### src/rtl/tx_link_ctrl_if.sv
// Link-layer control bundle for the JESD-style transmit controller.
// master drives config/sync/sysref; slave (the controller) drives status.
interface tx_link_ctrl_if;
  logic [7:0] F_ENC;
  logic [4:0] K_ENC;
  logic       SYNC_n;
  logic       SYSREF;
  logic [1:0] MODE;
  logic [1:0] ILAS_MF;
  logic       MF_START;
  logic       MF_END;
  logic       RDY;
  logic       LMFC_VALID;
  logic       SYNC_ERR;
  logic       SYSREF_ERR;
  logic       CFG_ERR;

  modport master (
    output F_ENC, K_ENC, SYNC_n, SYSREF,
    input  MODE, ILAS_MF, MF_START, MF_END, RDY,
    input  LMFC_VALID, SYNC_ERR, SYSREF_ERR, CFG_ERR
  );

  modport slave (
    input  F_ENC, K_ENC, SYNC_n, SYSREF,
    output MODE, ILAS_MF, MF_START, MF_END, RDY,
    output LMFC_VALID, SYNC_ERR, SYSREF_ERR, CFG_ERR
  );
endinterface

### src/rtl/tx_link_ctrl.sv
// Transmit link controller: LMFC counter, SYSREF alignment and
// CGS -> WAIT -> ILAS -> DATA sequencing with debounced SYNC_n.
module tx_link_ctrl (
  input  logic         CLK,
  input  logic         RST_n,
  tx_link_ctrl_if.slave lnk
);

  typedef enum logic [1:0] {
    S_CGS  = 2'd0,
    S_WAIT = 2'd1,
    S_ILAS = 2'd2,
    S_DATA = 2'd3
  } state_t;

  state_t      state_q, state_d;
  logic [7:0]  f_q, f_d;
  logic [4:0]  k_q, k_d;
  logic [10:0] cnt_q, cnt_d;
  logic [1:0]  ilas_mf_q, ilas_mf_d;
  logic        lv_q, lv_d;
  logic        sync_err_q, sync_err_d;
  logic        sysref_err_q, sysref_err_d;
  logic        cfg_err_q, cfg_err_d;
  logic        sysref_q, sysref_d;
  logic        sync_lo_q, sync_lo_d;

  logic [8:0]  f_val;
  logic [5:0]  k_val;
  logic [13:0] fk;
  logic [10:0] p;
  logic [10:0] p_m1;
  logic        last;
  logic        sr_edge;
  logic        loss;

  // Frame geometry from the captured configuration.
  assign f_val = {1'b0, f_q} + 9'd1;
  assign k_val = {1'b0, k_q} + 6'd1;
  assign fk    = {5'd0, f_val} * {8'd0, k_val};
  assign p     = fk[12:2];
  assign p_m1  = p - 11'd1;
  assign last  = (cnt_q == p_m1);

  assign sr_edge = lnk.SYSREF & ~sysref_q;
  assign loss    = ~lnk.SYNC_n & sync_lo_q;

  // Next-state logic for counter, FSM and status pulses.
  always_comb begin
    state_d      = state_q;
    f_d          = f_q;
    k_d          = k_q;
    ilas_mf_d    = ilas_mf_q;
    lv_d         = lv_q;
    sync_err_d   = 1'b0;
    sysref_err_d = 1'b0;
    sysref_d     = lnk.SYSREF;
    sync_lo_d    = ~lnk.SYNC_n;
    // F*K = 8192 would give a P that does not fit 11 bits: reject it.
    cfg_err_d    = (fk[1:0] != 2'b00) | fk[13];
    cnt_d        = (cnt_q >= p_m1) ? 11'd0 : cnt_q + 11'd1;

    unique case (state_q)
      S_CGS: begin
        f_d = lnk.F_ENC;
        k_d = lnk.K_ENC;
        if (sr_edge) begin
          cnt_d = 11'd0;
          lv_d  = 1'b1;
        end
        if (lnk.SYNC_n && lv_q && !cfg_err_q)
          state_d = S_WAIT;
      end
      S_WAIT: begin
        if (sr_edge) begin
          cnt_d = 11'd0;
          lv_d  = 1'b1;
        end
        if (loss) begin
          state_d = S_CGS;
        end else if (last) begin
          state_d   = S_ILAS;
          ilas_mf_d = 2'd0;
        end
      end
      S_ILAS: begin
        sysref_err_d = sr_edge & ~last;
        if (loss) begin
          state_d    = S_CGS;
          sync_err_d = 1'b1;
          ilas_mf_d  = 2'd0;
        end else if (last) begin
          if (ilas_mf_q == 2'd3) begin
            state_d   = S_DATA;
            ilas_mf_d = 2'd0;
          end else begin
            ilas_mf_d = ilas_mf_q + 2'd1;
          end
        end
      end
      S_DATA: begin
        sysref_err_d = sr_edge & ~last;
        if (loss) begin
          state_d    = S_CGS;
          sync_err_d = 1'b1;
        end
      end
      default: state_d = S_CGS;
    endcase
  end

  // State registers with synchronous active-low reset.
  always_ff @(posedge CLK) begin
    if (!RST_n) begin
      state_q      <= S_CGS;
      f_q          <= 8'd0;
      k_q          <= 5'd0;
      cnt_q        <= 11'd0;
      ilas_mf_q    <= 2'd0;
      lv_q         <= 1'b0;
      sync_err_q   <= 1'b0;
      sysref_err_q <= 1'b0;
      cfg_err_q    <= 1'b0;
      sysref_q     <= 1'b0;
      sync_lo_q    <= 1'b0;
    end else begin
      state_q      <= state_d;
      f_q          <= f_d;
      k_q          <= k_d;
      cnt_q        <= cnt_d;
      ilas_mf_q    <= ilas_mf_d;
      lv_q         <= lv_d;
      sync_err_q   <= sync_err_d;
      sysref_err_q <= sysref_err_d;
      cfg_err_q    <= cfg_err_d;
      sysref_q     <= sysref_d;
      sync_lo_q    <= sync_lo_d;
    end
  end

  assign lnk.MODE       = (state_q == S_ILAS) ? 2'b01 :
                          (state_q == S_DATA) ? 2'b10 : 2'b00;
  assign lnk.ILAS_MF    = ilas_mf_q;
  assign lnk.MF_START   = (cnt_q == 11'd0);
  assign lnk.MF_END     = last;
  assign lnk.RDY        = (state_q == S_DATA);
  assign lnk.LMFC_VALID = lv_q;
  assign lnk.SYNC_ERR   = sync_err_q;
  assign lnk.SYSREF_ERR = sysref_err_q;
  assign lnk.CFG_ERR    = cfg_err_q;

endmodule
### src/flat_wrapper.sv
// flat-port wrapper written by rule: the top's interface ports become plain ports
module tx_link_ctrl_flat 
  (CLK, RST_n, lnk_F_ENC, lnk_K_ENC, lnk_SYNC_n, lnk_SYSREF, lnk_MODE, lnk_ILAS_MF, lnk_MF_START, lnk_MF_END, lnk_RDY, lnk_LMFC_VALID, lnk_SYNC_ERR, lnk_SYSREF_ERR, lnk_CFG_ERR);
  tx_link_ctrl_if lnk_i ();
  input  logic CLK;
  input  logic RST_n;
  input wire logic [$bits(lnk_i.F_ENC)-1:0] lnk_F_ENC;
  input wire logic [$bits(lnk_i.K_ENC)-1:0] lnk_K_ENC;
  input wire logic [$bits(lnk_i.SYNC_n)-1:0] lnk_SYNC_n;
  input wire logic [$bits(lnk_i.SYSREF)-1:0] lnk_SYSREF;
  output wire logic [$bits(lnk_i.MODE)-1:0] lnk_MODE;
  output wire logic [$bits(lnk_i.ILAS_MF)-1:0] lnk_ILAS_MF;
  output wire logic [$bits(lnk_i.MF_START)-1:0] lnk_MF_START;
  output wire logic [$bits(lnk_i.MF_END)-1:0] lnk_MF_END;
  output wire logic [$bits(lnk_i.RDY)-1:0] lnk_RDY;
  output wire logic [$bits(lnk_i.LMFC_VALID)-1:0] lnk_LMFC_VALID;
  output wire logic [$bits(lnk_i.SYNC_ERR)-1:0] lnk_SYNC_ERR;
  output wire logic [$bits(lnk_i.SYSREF_ERR)-1:0] lnk_SYSREF_ERR;
  output wire logic [$bits(lnk_i.CFG_ERR)-1:0] lnk_CFG_ERR;
  assign lnk_i.F_ENC = lnk_F_ENC;
  assign lnk_i.K_ENC = lnk_K_ENC;
  assign lnk_i.SYNC_n = lnk_SYNC_n;
  assign lnk_i.SYSREF = lnk_SYSREF;
  assign lnk_MODE = lnk_i.MODE;
  assign lnk_ILAS_MF = lnk_i.ILAS_MF;
  assign lnk_MF_START = lnk_i.MF_START;
  assign lnk_MF_END = lnk_i.MF_END;
  assign lnk_RDY = lnk_i.RDY;
  assign lnk_LMFC_VALID = lnk_i.LMFC_VALID;
  assign lnk_SYNC_ERR = lnk_i.SYNC_ERR;
  assign lnk_SYSREF_ERR = lnk_i.SYSREF_ERR;
  assign lnk_CFG_ERR = lnk_i.CFG_ERR;
  tx_link_ctrl u_core (.CLK(CLK), .RST_n(RST_n), .lnk(lnk_i));
endmodule
### config.mk
export PLATFORM = sky130hd
export DESIGN_NAME = tx_link_ctrl_flat
export DESIGN_NICKNAME = d
export VERILOG_FILES = /design/src/rtl/tx_link_ctrl_if.sv /design/src/rtl/tx_link_ctrl.sv /design/src/flat_wrapper.sv
export SDC_FILE = /design/constraint.sdc
export NUM_CORES = 1
export LEC_CHECK = 0
export CAP_MARGIN = 40
export CORE_MARGIN = 2
export CORE_UTILIZATION = 55
export CTS_BUF_LIST = sky130_fd_sc_hd__clkbuf_8
export DETAILED_ROUTE_END_ITERATION = 6
export PLACE_DENSITY = 0.85
export SYNTH_ARGS = -nofsm -noshare
export SYNTH_HDL_FRONTEND = slang
export SYNTH_SLANG_ARGS = --single-unit
### constraint.sdc
create_clock -name CLK -period 6.75 [get_ports CLK]
set_input_delay 1.35 -clock CLK [delete_from_list [all_inputs] [get_ports CLK]]
set_output_delay 1.35 -clock CLK [all_outputs]
set_load 0.1 [all_outputs]
=== Yosys cells after proc, flatten, opt, wreduce, memory -nomap -nowiden ===
Cells that the tools add are included.

* Bits in registers: 34
* Output and inout port bits: 11
* Logic and storage cells: 70
* Bits of input ports: 17

* Multipliers: 1
* Reduce and logical (&&, ||, !) cells: 13
* Bitwise gates (word level): 7
* Add/subtract/negate cells: 5
* Order comparisons: 1
* Eq/ne operators: 12
* Muxes and demuxes: 20

{| class="wikitable"
|+ Operators by type and width
! operator !! count
|-
| $mux 11 || 3
|-
| $mux 2 || 14
|-
| $mul 9x6->14 || 1
|-
| $add 11x1->11 const B || 1
|-
| $eq 11x11->1 || 1
|-
| $ge 11x11->1 || 1
|-
| $logic_not 11->1 || 1
|-
| $sub 11x1->11 const B || 1
|-
| $add 8x1->9 const B || 1
|-
| $ne 3x1->1 const B || 3
|-
| $pmux 2 s4 || 1
|-
| $add 5x1->6 const B || 1
|-
| $eq 2x2->1 const B || 3
|-
| $ne 2x1->1 const B || 3
|-
| $reduce_and 5->1 || 1
|-
| $pmux 2 s2 || 1
|-
| $reduce_and 2->1 || 2
|-
| $reduce_and 4->1 || 1
|-
| $reduce_bool 2->1 || 2
|-
| $reduce_or 2->1 || 2
|-
| $and 1x1->1 || 3
|-
| $not 1->1 || 3
|-
| $add 2x1->2 const B || 1
|-
| $eq 2x1->1 const B || 1
|-
| 6 further kinds || 7
|}

=== Longest topological paths before layout ===
* Depth after elaboration: 7
* Mapped depth: 27
* Depth with buffers taken out: 26

=== Worst setup path before layout ===
No wires, ideal clock.

* Kind: flip-flop to output port
* Start point: register u_core.f_q[0]
* End point: output port lnk_MF_END
* Stages on the path, launching flop included: 23
* Path buffers: 1
* Data arrival time: 6.099 ns
* Slack: -0.699 ns
* Data required time: 5.400 ns
* Cells stage by stage: dfxtp_1 clkbuf_1 nand2_1 nor2_1 and3_1 xor2_1 nand2b_1 fa_1 inv_1 fa_1 inv_1 fa_1 inv_1 ha_1 a21o_1 o41a_1 xor2_1 or4_4 xor2_1 ha_1 nand4_1 or3_1 inv_1

* Longest elaborated chain between the ends: 4

{| class="wikitable"
|+ RTL lines
! what !! line !! source
|-
| start: declaration || tx_link_ctrl.sv:17 || <nowiki>logic [7:0] f_q, f_d;</nowiki>
|-
| start signal: assignment || tx_link_ctrl.sv:116 || <nowiki>f_q <= 8'd0;</nowiki>
|-
| start signal: assignment || tx_link_ctrl.sv:128 || <nowiki>f_q <= f_d;</nowiki>
|-
| $add 8x1->9 || tx_link_ctrl.sv:38 || <nowiki>assign f_val = {1'b0, f_q} + 9'd1;</nowiki>
|-
| $mul 9x6->14 || tx_link_ctrl.sv:40 || <nowiki>assign fk = {5'd0, f_val} * {8'd0, k_val};</nowiki>
|-
| $sub 11x1->11 || tx_link_ctrl.sv:42 || <nowiki>assign p_m1 = p - 11'd1;</nowiki>
|-
| $eq 11x11->1 || tx_link_ctrl.sv:43 || <nowiki>assign last = (cnt_q == p_m1);</nowiki>
|-
| end: declaration || flat_wrapper.sv:14 || <nowiki>output wire logic [$bits(lnk_i.MF_END)-1:0] lnk_MF_END;</nowiki>
|}

No other way between the ends.

=== Worst setup path in the final report ===
* Start point: register u_core.f_q[1]
* End point: output port lnk_MF_END

Same word-level chain as after synthesis.

==> impl_metrics.csv <==
group,metric,value,unit
routing,drt-pass1-iter-count,7,
floorplanning,horiz_die_dim,83.17,um
hold_path,min_delay_path_depth,1,
routing,detail_route.iter0.violations,556,
synth,synth_enable_flop_cells,0,
worst_setup_path,cp_max_fo,3,
floorplanning,placeableCoreArea,0.005991,sq mm
sta,layout_min_cycle_time,7559,ps
clocking,clock_latency,290,ps
floorplanning,initial_core_utilization,0.5754,
floorplanning,die_area,0.006916,sq mm
synth,synth_cell_type_count,47,
synth,ys_top_cells_by_area,"sky130_fd_sc_hd__dfxtp_1 20%, sky130_fd_sc_hd__fa_1 16%, sky130_fd_sc_hd__ha_1 14%, sky130_fd_sc_hd__nor2_1 6.5%, sky130_fd_sc_hd__inv_1 4.6%",
routing,drt_wl_total,13440,um
pwr,pd_cells,185.1,mW/mm^2
clocking,cell_at_the_root_of_the_clock_tree,"sky130_fd_sc_hd__clkbuf_8",
grt,global_route_usage_over_all_layers,0.2993,
cells_and_area,most_frequent_cells_in_the_layout,"60 x sky130_fd_sc_hd__buf_4, 53 x sky130_fd_sc_hd__nor2_1, 38 x sky130_fd_sc_hd__nand2_1, 37 x sky130_fd_sc_hd__inv_1, 33 x sky130_fd_sc_hd__ha_1",
worst_setup_path,critPathMaxStageDelay,530,ps
clocking,tritoncts,"built",
synth,synth_area_per_cell,8.149,sq um
clocking,cts_made_buffers,5,
synth,synth_top_area_cell,"sky130_fd_sc_hd__dfxtp_1",
cells_and_area,final_area,0.004853,sq mm
grt,vias_in_the_first_global_route,3606,
worst_setup_path,arrival,6210,ps
worst_setup_path,cp.buffers_inverters,8,
clocking,post_cts_hold_buffer_count,0,
placed_design,place.port_buffers,27,
worst_setup_path,cp-start-kind,"register",
synth,asyncSetResetFlopFracSynth,0,
clocking,cts-htree-levels,2,
synth,syn-instance-count,423,
placed_design,dp.cells,564,
synth,synth_seq_cells,34,
worst_setup_path,critPathLaunch,"u_core.f_q[1]$_SDFFE_PN0P_",
placed_design,placed_area,0.004374,sq mm
grt,wire_length_of_the_first_global_routing_pass,16660,um
worst_setup_path,ff2ff_setup_slack,40,ps
cells_and_area,total_area_of_multi_input_combinational_cells,0.002884,sq mm
worst_setup_path,critPathCaptureType,"primary output",
floorplanning,placement_rows,28,
routing,ant_nets,0,
cells_and_area,final_util,0.8102,
hold_path,min_path_type,"reg -> reg",
clocking,tritoncts_num_sinks,34,
worst_setup_path,classification_of_the_worst_setup_path,"reg -> out",
placed_design,detailedPlacementHpwl,6782,um
sta,layout_setup_ws,-809.2,ps
cells_and_area,fillers,279,
grt,grt_start_max_net_pins,21,
worst_setup_path,timing.critical_path.max_delay_family,"adder cells",
outcome,violations,"DRC, setup timing",
synth,synthDominantCellAreaShare,0.1975,
placed_design,globalplace.congestion,0.9438,
clocking,cts_max_path_buffers,2,
floorplanning,die_height,83.17,um
sta,setup_viol,1,
synth,syn_nets,507,
routing,post_drt_via_cell_ratio,6.676,
pwr,power.static_leakage,0.002189,uW
sta,clock.fmax,132.3,MHz
outcome,run_status,"finished, violations left",
synth,synth.yosys.seq_area_share,0.1975,
grt,grt.overflow.total,0,
routing,drcViolationCount,1,
floorplanning,ios,28,
worst_setup_path,worst_path_slowest_cell,"sky130_fd_sc_hd__fa_1",
run,max_cap_violations,0,
synth,synth_warnings,0,
cells_and_area,final_cells,592,
worst_setup_path,critical-path-top-cell-by-count,"sky130_fd_sc_hd__fa_1",
cells_and_area,final-seq-area,706.9,sq um
grt,antenna_found_initial,1,
routing,detail_route.wl_per_cell,22.71,um
hold_path,hold_end,"u_core.lnk.SYSREF_ERR$_SDFF_PN0_",
cells_and_area,post_route_cells_drive_above_1_share,0.2791,
sta,finalCritPeriodShare,1.120,
sta,timing_max_transition_violations_final,0,
worst_setup_path,timing.rr.start,"u_core.f_q[1]$_SDFFE_PN0P_",
worst_setup_path,critical_path_required,5400,ps
sta,rsz0062_at_grt,"yes",
clocking,cts.reportedPaths.clkPinSlew,80,ps
sta,slew_headroom,0.3685,
cells_and_area,fin_nets,600,
cells_and_area,syn2layout_area_growth,40.80,%
sta,timing.clock.skew,3.478,ps
synth,synth_area,0.003447,sq mm
synth,synth_flop_cell,"sky130_fd_sc_hd__dfxtp_1",
hold_path,holdCritStartpoint,"u_core.sysref_q$_SDFF_PN0_",
worst_setup_path,worstRegToRegCells,26,
routing,vias,3952,
cells_and_area,final_common_cell,"sky130_fd_sc_hd__buf_4",
placed_design,place_ws,-246.5,ps
pwr,peakVddDrop,0.1422,mV
sta,hold_viol_final,0,
worst_setup_path,rr_endpoint,"u_core.cnt_q[10]$_SDFF_PN0_",
sta,worst_slew_pin_slew,943.8,ps
-- worst max path at each step --
stage,to,slack (ps),cells after the start
after floorplan,lnk_MF_END,-90,22
after global placement,lnk_MF_END,-120,22
after detailed placement,lnk_MF_END,-250,21
after CTS,lnk_MF_END,-470,24
after global routing,lnk_MF_END,-850,25
final,lnk_MF_END,-810,26
-- registers in the layout (all words and copies together), names as in the netlist --
name	cells
u_core.cnt_q	11
u_core.f_q	8
u_core.k_q	5
u_core.lnk.CFG_ERR	1
u_core.lnk.ILAS_MF	2
u_core.lnk.LMFC_VALID	1
u_core.lnk.SYNC_ERR	1
u_core.lnk.SYSREF_ERR	1
u_core.state_q	2
u_core.sync_lo_q	1
u_core.sysref_q	1
-- cells in the mapped netlist, types with 9 or more instances --
master and instances:
sky130_fd_sc_hd__a21oi_1 27, sky130_fd_sc_hd__clkbuf_1 10, sky130_fd_sc_hd__dfxtp_1 34, sky130_fd_sc_hd__fa_1 28
sky130_fd_sc_hd__ha_1 39, sky130_fd_sc_hd__inv_1 42, sky130_fd_sc_hd__nand2_1 38, sky130_fd_sc_hd__nand2b_1 10
sky130_fd_sc_hd__nand3_1 16, sky130_fd_sc_hd__nor2_1 60, sky130_fd_sc_hd__nor2b_1 9, sky130_fd_sc_hd__nor3_1 13
sky130_fd_sc_hd__xnor2_1 18, sky130_fd_sc_hd__xor2_1 17
-- through the flow --
step | hold slack (ps) | TNS [ps] | total power [uW]
floorplan | 399.6 | -86.84 | 487.7
detailed placement | 415.5 | -246.5 | 630.3
global route | 488.9 | -1958 | 934.3
finish | 465.9 | -809.2 | 898.2
CTS | 434.0 | -473.3 | 839.6
global placement | 414.0 | -116.2 | 599.9
-- timing repair --
action                     in CTS  in global routing
pin swaps                      14                 17
setup endpoints to repair       1                  1
gates resized for setup        17                 28
hold endpoints to repair        0                  0
buffers inserted                8                 12
gates cloned                    0                  0
-- cell type report --
cell class                      instances  area share
Multi-Input combinational cell        335      0.5942
Timing Repair Buffer                   98      0.1838
Sequential cell                        34      0.1457
Inverter                               42     0.03326
Tap cell                               75     0.01933
Clock buffer                            6     0.01701
Clock inverter                          1    0.006187
Antenna cell                            1   0.0005156
-- per-layer routing --
metal  up-vias  share of wire  track usage
met5         -              0            0
met4         0          0.083       0.1490
met3       136           0.10      0.05666
met2       385           0.46       0.5308
met1      1846           0.35       0.3428
li1       1585              -            -
-- logic make-up after synthesis --
family | Yosys count | share of synthesized area
AOI/OAI and AO/OA | 54 | 0.09874
xor gates and xnor gates | 35 | 0.08893
adders and majority gates | 67 | 0.3042
buffers and inverters | 54 | 0.05989
DFF | 34 | 0.1975
and+or+nand+nor | 179 | 0.2508
-- report_power, final --
group	switching (uW)	total [uW]	internal [uW]
Clock	85.3	204	118
Combinational	259	467	208
Sequential	17.2	227	210
No activity file was read; power rests on OpenSTA's default activity.
